[src/rtl/clock_pkg.sv]
// Shared definitions for the clock-ratio checking logic: FSM state encodings
// and the default period-counter width.
package clock_pkg;

  localparam int CNT_W_DEF = 8;

  localparam logic [1:0] ST_IDLE    = 2'd0;
  localparam logic [1:0] ST_MEASURE = 2'd1;
  localparam logic [1:0] ST_LOCKED  = 2'd2;
  localparam logic [1:0] ST_ERR     = 2'd3;

endpackage

[src/rtl/clock_ratio_monitor_edge_sync.sv]
// Samples div_in and produces a one-cycle rise strobe. With CLK_RATIO_SYNC_EN
// defined, a metastability flop precedes the sampling flop for async inputs.
module edge_sync (
  input  logic clk,
  input  logic rst,
  input  logic div_in,
  output logic rise
);

  logic s_q;
  logic s_dly_q;

`ifdef CLK_RATIO_SYNC_EN
  logic meta_q;

  // meta_q and s_q together form the two-flop synchronizer; s_q doubles as the
  // sampled value, so the extra latency is exactly one edge.
  always_ff @(posedge clk or negedge rst) begin
    if (!rst) begin
      meta_q  <= 1'b0;
      s_q     <= 1'b0;
      s_dly_q <= 1'b0;
    end else begin
      meta_q  <= div_in;
      s_q     <= meta_q;
      s_dly_q <= s_q;
    end
  end
`else
  always_ff @(posedge clk or negedge rst) begin
    if (!rst) begin
      s_q     <= 1'b0;
      s_dly_q <= 1'b0;
    end else begin
      s_q     <= div_in;
      s_dly_q <= s_q;
    end
  end
`endif

  assign rise = s_q & ~s_dly_q;

endmodule

[src/rtl/clock_ratio_monitor.sv]
// Measures the period of div_in in clk cycles, locks after LOCK_COUNT matching
// periods and flags loss of lock. Optional input synchronizer: CLK_RATIO_SYNC_EN.
module clock_ratio_monitor
  import clock_pkg::*;
#(
  parameter int CNT_W      = CNT_W_DEF,
  parameter int EXP_RATIO  = 16,
  parameter int LOCK_COUNT = 4
) (
  input  logic             clk,
  input  logic             rst,
  input  logic             div_in,
  input  logic             clr,
  output logic [CNT_W-1:0] ratio,
  output logic             ratio_valid,
  output logic             locked,
  output logic             err
);

  localparam logic [CNT_W-1:0] SAT  = '1;
  localparam logic [CNT_W-1:0] EXP  = CNT_W'(EXP_RATIO);
  localparam logic [CNT_W-1:0] ONE  = CNT_W'(1);
  localparam logic [3:0]       LOCK = 4'(LOCK_COUNT);

  logic rise;

  edge_sync u_edge_sync (
    .clk    (clk),
    .rst    (rst),
    .div_in (div_in),
    .rise   (rise)
  );

  logic [1:0]       state_q, state_d;
  logic [CNT_W-1:0] cnt_q, cnt_d;
  logic [3:0]       mcnt_q, mcnt_d;
  logic [CNT_W-1:0] ratio_q, ratio_d;
  logic             valid_q, valid_d;
  logic             locked_q, locked_d;
  logic             err_q, err_d;

  logic             sat;
  logic             match;
  logic [CNT_W-1:0] cnt_run;

  assign sat     = (cnt_q == SAT);
  assign match   = (cnt_q == EXP);
  assign cnt_run = rise ? ONE : (sat ? cnt_q : cnt_q + ONE);

  // NOTE: every always_comb output gets a default first so no path can leave
  // a signal unassigned and infer a latch.
  always_comb begin
    state_d = state_q;
    cnt_d   = cnt_q;
    mcnt_d  = mcnt_q;
    ratio_d = ratio_q;
    valid_d = 1'b0;

    if (clr) begin
      state_d = ST_IDLE;
      cnt_d   = '0;
      mcnt_d  = '0;
    end else begin
      case (state_q)
        ST_IDLE: begin
          if (rise) begin
            state_d = ST_MEASURE;
            cnt_d   = ONE;
            mcnt_d  = '0;
          end
        end
        ST_MEASURE: begin
          cnt_d = cnt_run;
          if (sat) begin
            // A stuck input before lock is not an error; just start over.
            state_d = ST_IDLE;
            cnt_d   = '0;
            mcnt_d  = '0;
          end else if (rise) begin
            ratio_d = cnt_q;
            valid_d = 1'b1;
            if (!match) begin
              mcnt_d = '0;
            end else if (4'(mcnt_q + 4'd1) == LOCK) begin
              state_d = ST_LOCKED;
              mcnt_d  = '0;
            end else begin
              mcnt_d = mcnt_q + 4'd1;
            end
          end
        end
        ST_LOCKED: begin
          cnt_d = cnt_run;
          if (sat) begin
            state_d = ST_ERR;
            mcnt_d  = '0;
          end else if (rise) begin
            ratio_d = cnt_q;
            valid_d = 1'b1;
            if (!match) begin
              state_d = ST_ERR;
              mcnt_d  = '0;
            end
          end
        end
        default: begin
          // ERR keeps measuring so the offending period stays visible.
          cnt_d = cnt_run;
          if (rise && !sat) begin
            ratio_d = cnt_q;
            valid_d = 1'b1;
          end
        end
      endcase
    end

    locked_d = (state_d == ST_LOCKED);
    err_d    = (state_d == ST_ERR);
  end

  // NOTE: sequential state uses non-blocking assignments only, and the reset
  // is asynchronous so outputs clear without waiting for a clock edge.
  always_ff @(posedge clk or negedge rst) begin
    if (!rst) begin
      state_q  <= ST_IDLE;
      cnt_q    <= '0;
      mcnt_q   <= '0;
      ratio_q  <= '0;
      valid_q  <= 1'b0;
      locked_q <= 1'b0;
      err_q    <= 1'b0;
    end else begin
      state_q  <= state_d;
      cnt_q    <= cnt_d;
      mcnt_q   <= mcnt_d;
      ratio_q  <= ratio_d;
      valid_q  <= valid_d;
      locked_q <= locked_d;
      err_q    <= err_d;
    end
  end

  assign ratio       = ratio_q;
  assign ratio_valid = valid_q;
  assign locked      = locked_q;
  assign err         = err_q;

endmodule

[config.mk]
export PLATFORM = sky130hd
export DESIGN_NAME = clock_ratio_monitor
export DESIGN_NICKNAME = d
export VERILOG_FILES = /design/src/rtl/clock_pkg.sv /design/src/rtl/clock_ratio_monitor_edge_sync.sv /design/src/rtl/clock_ratio_monitor.sv
export SDC_FILE = /design/constraint.sdc
export NUM_CORES = 1
export LEC_CHECK = 0
export CAP_MARGIN = 20
export CORE_ASPECT_RATIO = 1.4
export CORE_MARGIN = 1
export CORE_UTILIZATION = 60
export CTS_CLUSTER_SIZE = 20
export DETAILED_ROUTE_END_ITERATION = 7
export PLACE_DENSITY = 0.83
export SYNTH_ARGS = -nofsm -noshare
export SYNTH_HDL_FRONTEND = slang
export SYNTH_HIERARCHICAL = 1
export SYNTH_SLANG_ARGS = --single-unit
[constraint.sdc]
create_clock -name clk -period 3.52 [get_ports clk]
set_clock_uncertainty 0.15 [all_clocks]
set_input_delay 1.056 -clock clk [delete_from_list [all_inputs] [get_ports clk]]
set_output_delay 1.056 -clock clk [all_outputs]
set_load 0.03 [all_outputs]
==> flow_metrics.py <==
metrics = {
    "clock_tree": {
        "clockRootBuffer": "clkbuf_4",
        "clock-sinks": 27,
        "cts_tree": "built",
        "cts_hold_buf": 0,
        "numCtsBuffers": 3,
        "postCtsSetupBuffers": 0,
        "cts_resized": 0,
        "cts.htree.levels": 1,
        "cts_buffer_depth": 2,
        "clk_pin_slew_ns": 0.14,
        "clkLatencyLatePin_ns": 0.33,
    },
    "power": {
        "ir_drop_mv": 0.251,
        "finalPower_uw": 550,
        "p_per_area_nw_per_um2": 313,
        "p_leak_uw": 0.000762,
    },
    "logic_synthesis": {
        "ys_types": 48,
        "synth_seq_area_share": 0.434,
        "synth_ff_type": "dfrtp_1",
        "ys_seq_elements": 27,
        "async_reset_ff_frac": 1.00,
        "synth_edf_count": 0,
        "syn-num-nets": 164,
        "syn-cell-area_um2": 1560,
        "synth_top_family_by_area": "simple AND/OR/NAND/NOR gates",
        "synth_simple_gate_area_frac": 0.244,
        "yosysWarnings": 6,
        "syn_inst": 152,
        "syn-mean-instance-area_um2": 10.2,
        "synthXorXnorAreaFrac": 0.0225,
        "synth_fa_ha_area_frac": 0.0643,
        "synth.area.mux_share": 0.0651,
        "synth_compound_area_frac": 0.133,
    },
    "cells_and_area": {
        "nNetsFinal": 180,
        "final_area_um2": 1760,
        "drive_gt1_frac": 0.144,
        "post-route-util": 0.726,
        "stdcell_count": 201,
        "layout_common_cells": "dfrtp_1 (27), clkdlybuf4s50_1 (14), nor2_1 (13), inv_1 (11), nand2_1 (11)",
        "syn2layout_area_growth_pct": 12.8,
        "antenna_cells": 0,
        "final_common_cell": "dfrtp_1",
    },
    "routing": {
        "wl_per_cell_um": 14.9,
        "drc": 0,
        "via_count": 1202,
        "drtIter0Drc": 59,
        "ant_nets": 0,
        "routed_wl_um": 3000,
        "vias_per_cell": 5.98,
        "firstDrtPassIters": 4,
    },
    "grt": {
        "antenna_found_initial": 0,
        "grt_pass1_wl_um": 5130,
        "grt_max_degree": 28,
        "grtUsageTotal": 0.245,
        "grt_pass1_vias": 1211,
        "grt.overflow.total": 0,
    },
    "placement": {
        "finalWeightedCongestion": 0.883,
        "dpl-instance-area_um2": 1730,
        "dp_hpwl_um": 2210,
        "dp.cells": 197,
        "io_buffers": 14,
    },
    "setup_path": {
        "worstSetupPathType": "input port to flip-flop",
        "cp.arrival_ns": 2.73,
        "rr_startpoint": "cnt_q[0]",
        "cp-start-kind": "input port",
        "required_ns": 3.63,
        "cp-end-kind": "flip-flop",
        "crit_start": "clr",
        "crit_fanout": 9,
        "r2r_slack_ns": 1.21,
    },
    "floorplanning": {
        "dieArea_um2": 2800,
        "die_y_um": 62.3,
        "initial_core_util": 0.644,
        "io_pins": 15,
        "core_region_area_um2": 2420,
        "die_w_um": 45.0,
        "rows": 21,
    },
    "timing": {
        "fin_setup_tns_ns": 0,
        "setup_viol": 0,
        "final_hold_viol_count": 0,
        "tightest_slew_ns": 0.552,
        "finalMaxSlewViolations": 0,
        "grt_setup_unrepaired": "false",
        "post-route-period-util": 0.743,
        "clock.fmax_mhz": 382,
        "maxSlewHeadroom": 0.628,
        "fin_crit_ns": 2.62,
    },
    "min_path": {
        "hp-start": "u_edge_sync/s_q",
        "hold_path_class": "flip-flop to flip-flop",
    },
    "run": {
        "maxCapViolations": 0,
    },
    "outcome": {
        "status": "finished, final reports clean",
    },
}
## power by group
group          total (uW)  internal, uW  switching, uW
Combinational        87.4          36.8           50.6
Clock                 135          44.5           90.6
Sequential            327           320           7.48
Total                 550           401            149
## layer usage
metal | vias to the layer above | GRT usage | wire length (um)
met4 | 0 | 0.102 | 80
met5 | - | 0 | 0
met3 | 11 | 0.0174 | 108
met1 | 589 | 0.293 | 1220
li1 | 569 | - | -
met2 | 33 | 0.429 | 1590
## synthesized netlist by cell type (2+ instances only)
| library cell | n | area (um2) |
|---|---|---|
| o211ai_1 | 2 | 15.0 |
| and3b_1 | 2 | 17.5 |
| nand3b_1 | 3 | 22.5 |
| or2_1 | 2 | 12.5 |
| dfrtp_1 | 27 | 676 |
| nand2_1 | 11 | 41.3 |
| a21oi_1 | 6 | 30.0 |
| inv_1 | 11 | 41.3 |
| a31oi_1 | 2 | 12.5 |
| buf_2 | 2 | 10.0 |
| mux2_2 | 9 | 101 |
| nor3_1 | 3 | 15.0 |
| clkbuf_1 | 2 | 7.51 |
| nor2_1 | 13 | 48.8 |
| nor2_2 | 2 | 12.5 |
| xnor2_1 | 2 | 17.5 |
| o21ai_0 | 4 | 20.0 |
| ha_1 | 8 | 100 |
| nand3_1 | 7 | 35.0 |
| nor2b_1 | 2 | 12.5 |
| a211oi_1 | 2 | 15.0 |
| xor2_1 | 2 | 17.5 |
| o31ai_1 | 3 | 22.5 |
## state kept, by name, summed over array words and instances, names as in the netlist
name and cells:
cnt_q 8, err 1, locked 1, mcnt_q 4
ratio 8, ratio_valid 1, state_q 2, u_edge_sync/s_dly_q 1
u_edge_sync/s_q 1
## layout make-up
| type | count | area [um2] |
|---|---|---|
| well taps | 34 | 42.5 |
| inverters | 11 | 41.3 |
| fillers | 189 | 662 |
| multi-input cells | 110 | 822 |
| repair buffers | 15 | 148 |
| flip-flops and latches | 27 | 676 |
| clock buffers | 4 | 26.3 |
## per-stage QoR
step / hold slack, ns / setup slack, ns
4_1_cts: 0.255 / 0.908
3_3_place_gp: 0.215 / 0.625
5_1_grt: 0.267 / 0.797
2_1_floorplan: 0.204 / 1.05
3_5_place_dp: 0.225 / 0.546
6_report: 0.247 / 0.904
## path summary, 6_finish.rpt
| kind | cells after the start | to |
|---|---|---|
| setup / recovery | 6 | mcnt_q[3] |
| hold / removal | 0 | u_edge_sync/s_dly_q |
| setup reg to reg | 6 | ratio[6] |
| hold reg to reg | 0 | u_edge_sync/s_dly_q |
| max in group asynchronous | 2 | ratio[4] |
| min in group asynchronous | 2 | mcnt_q[3] |
## critical path, stage by stage
cell	delay, ns
clkdlybuf4s50_1	0.66
inv_1	0.12
o21ai_0	0.11
o41ai_2	0.16
or4_1	0.52
o211ai_1	0.09
## cells by family after synthesis
logic type               count (synthesis)
AO/OA/AOI/OAI                           28
multiplexers                             9
flip-flops                              27
adder cells (fa/ha/maj)                  8
AND/OR/NAND/NOR                         61
XOR/XNOR                                 4
buffers and inverters                   15
(Power assumes the default switching activity.)
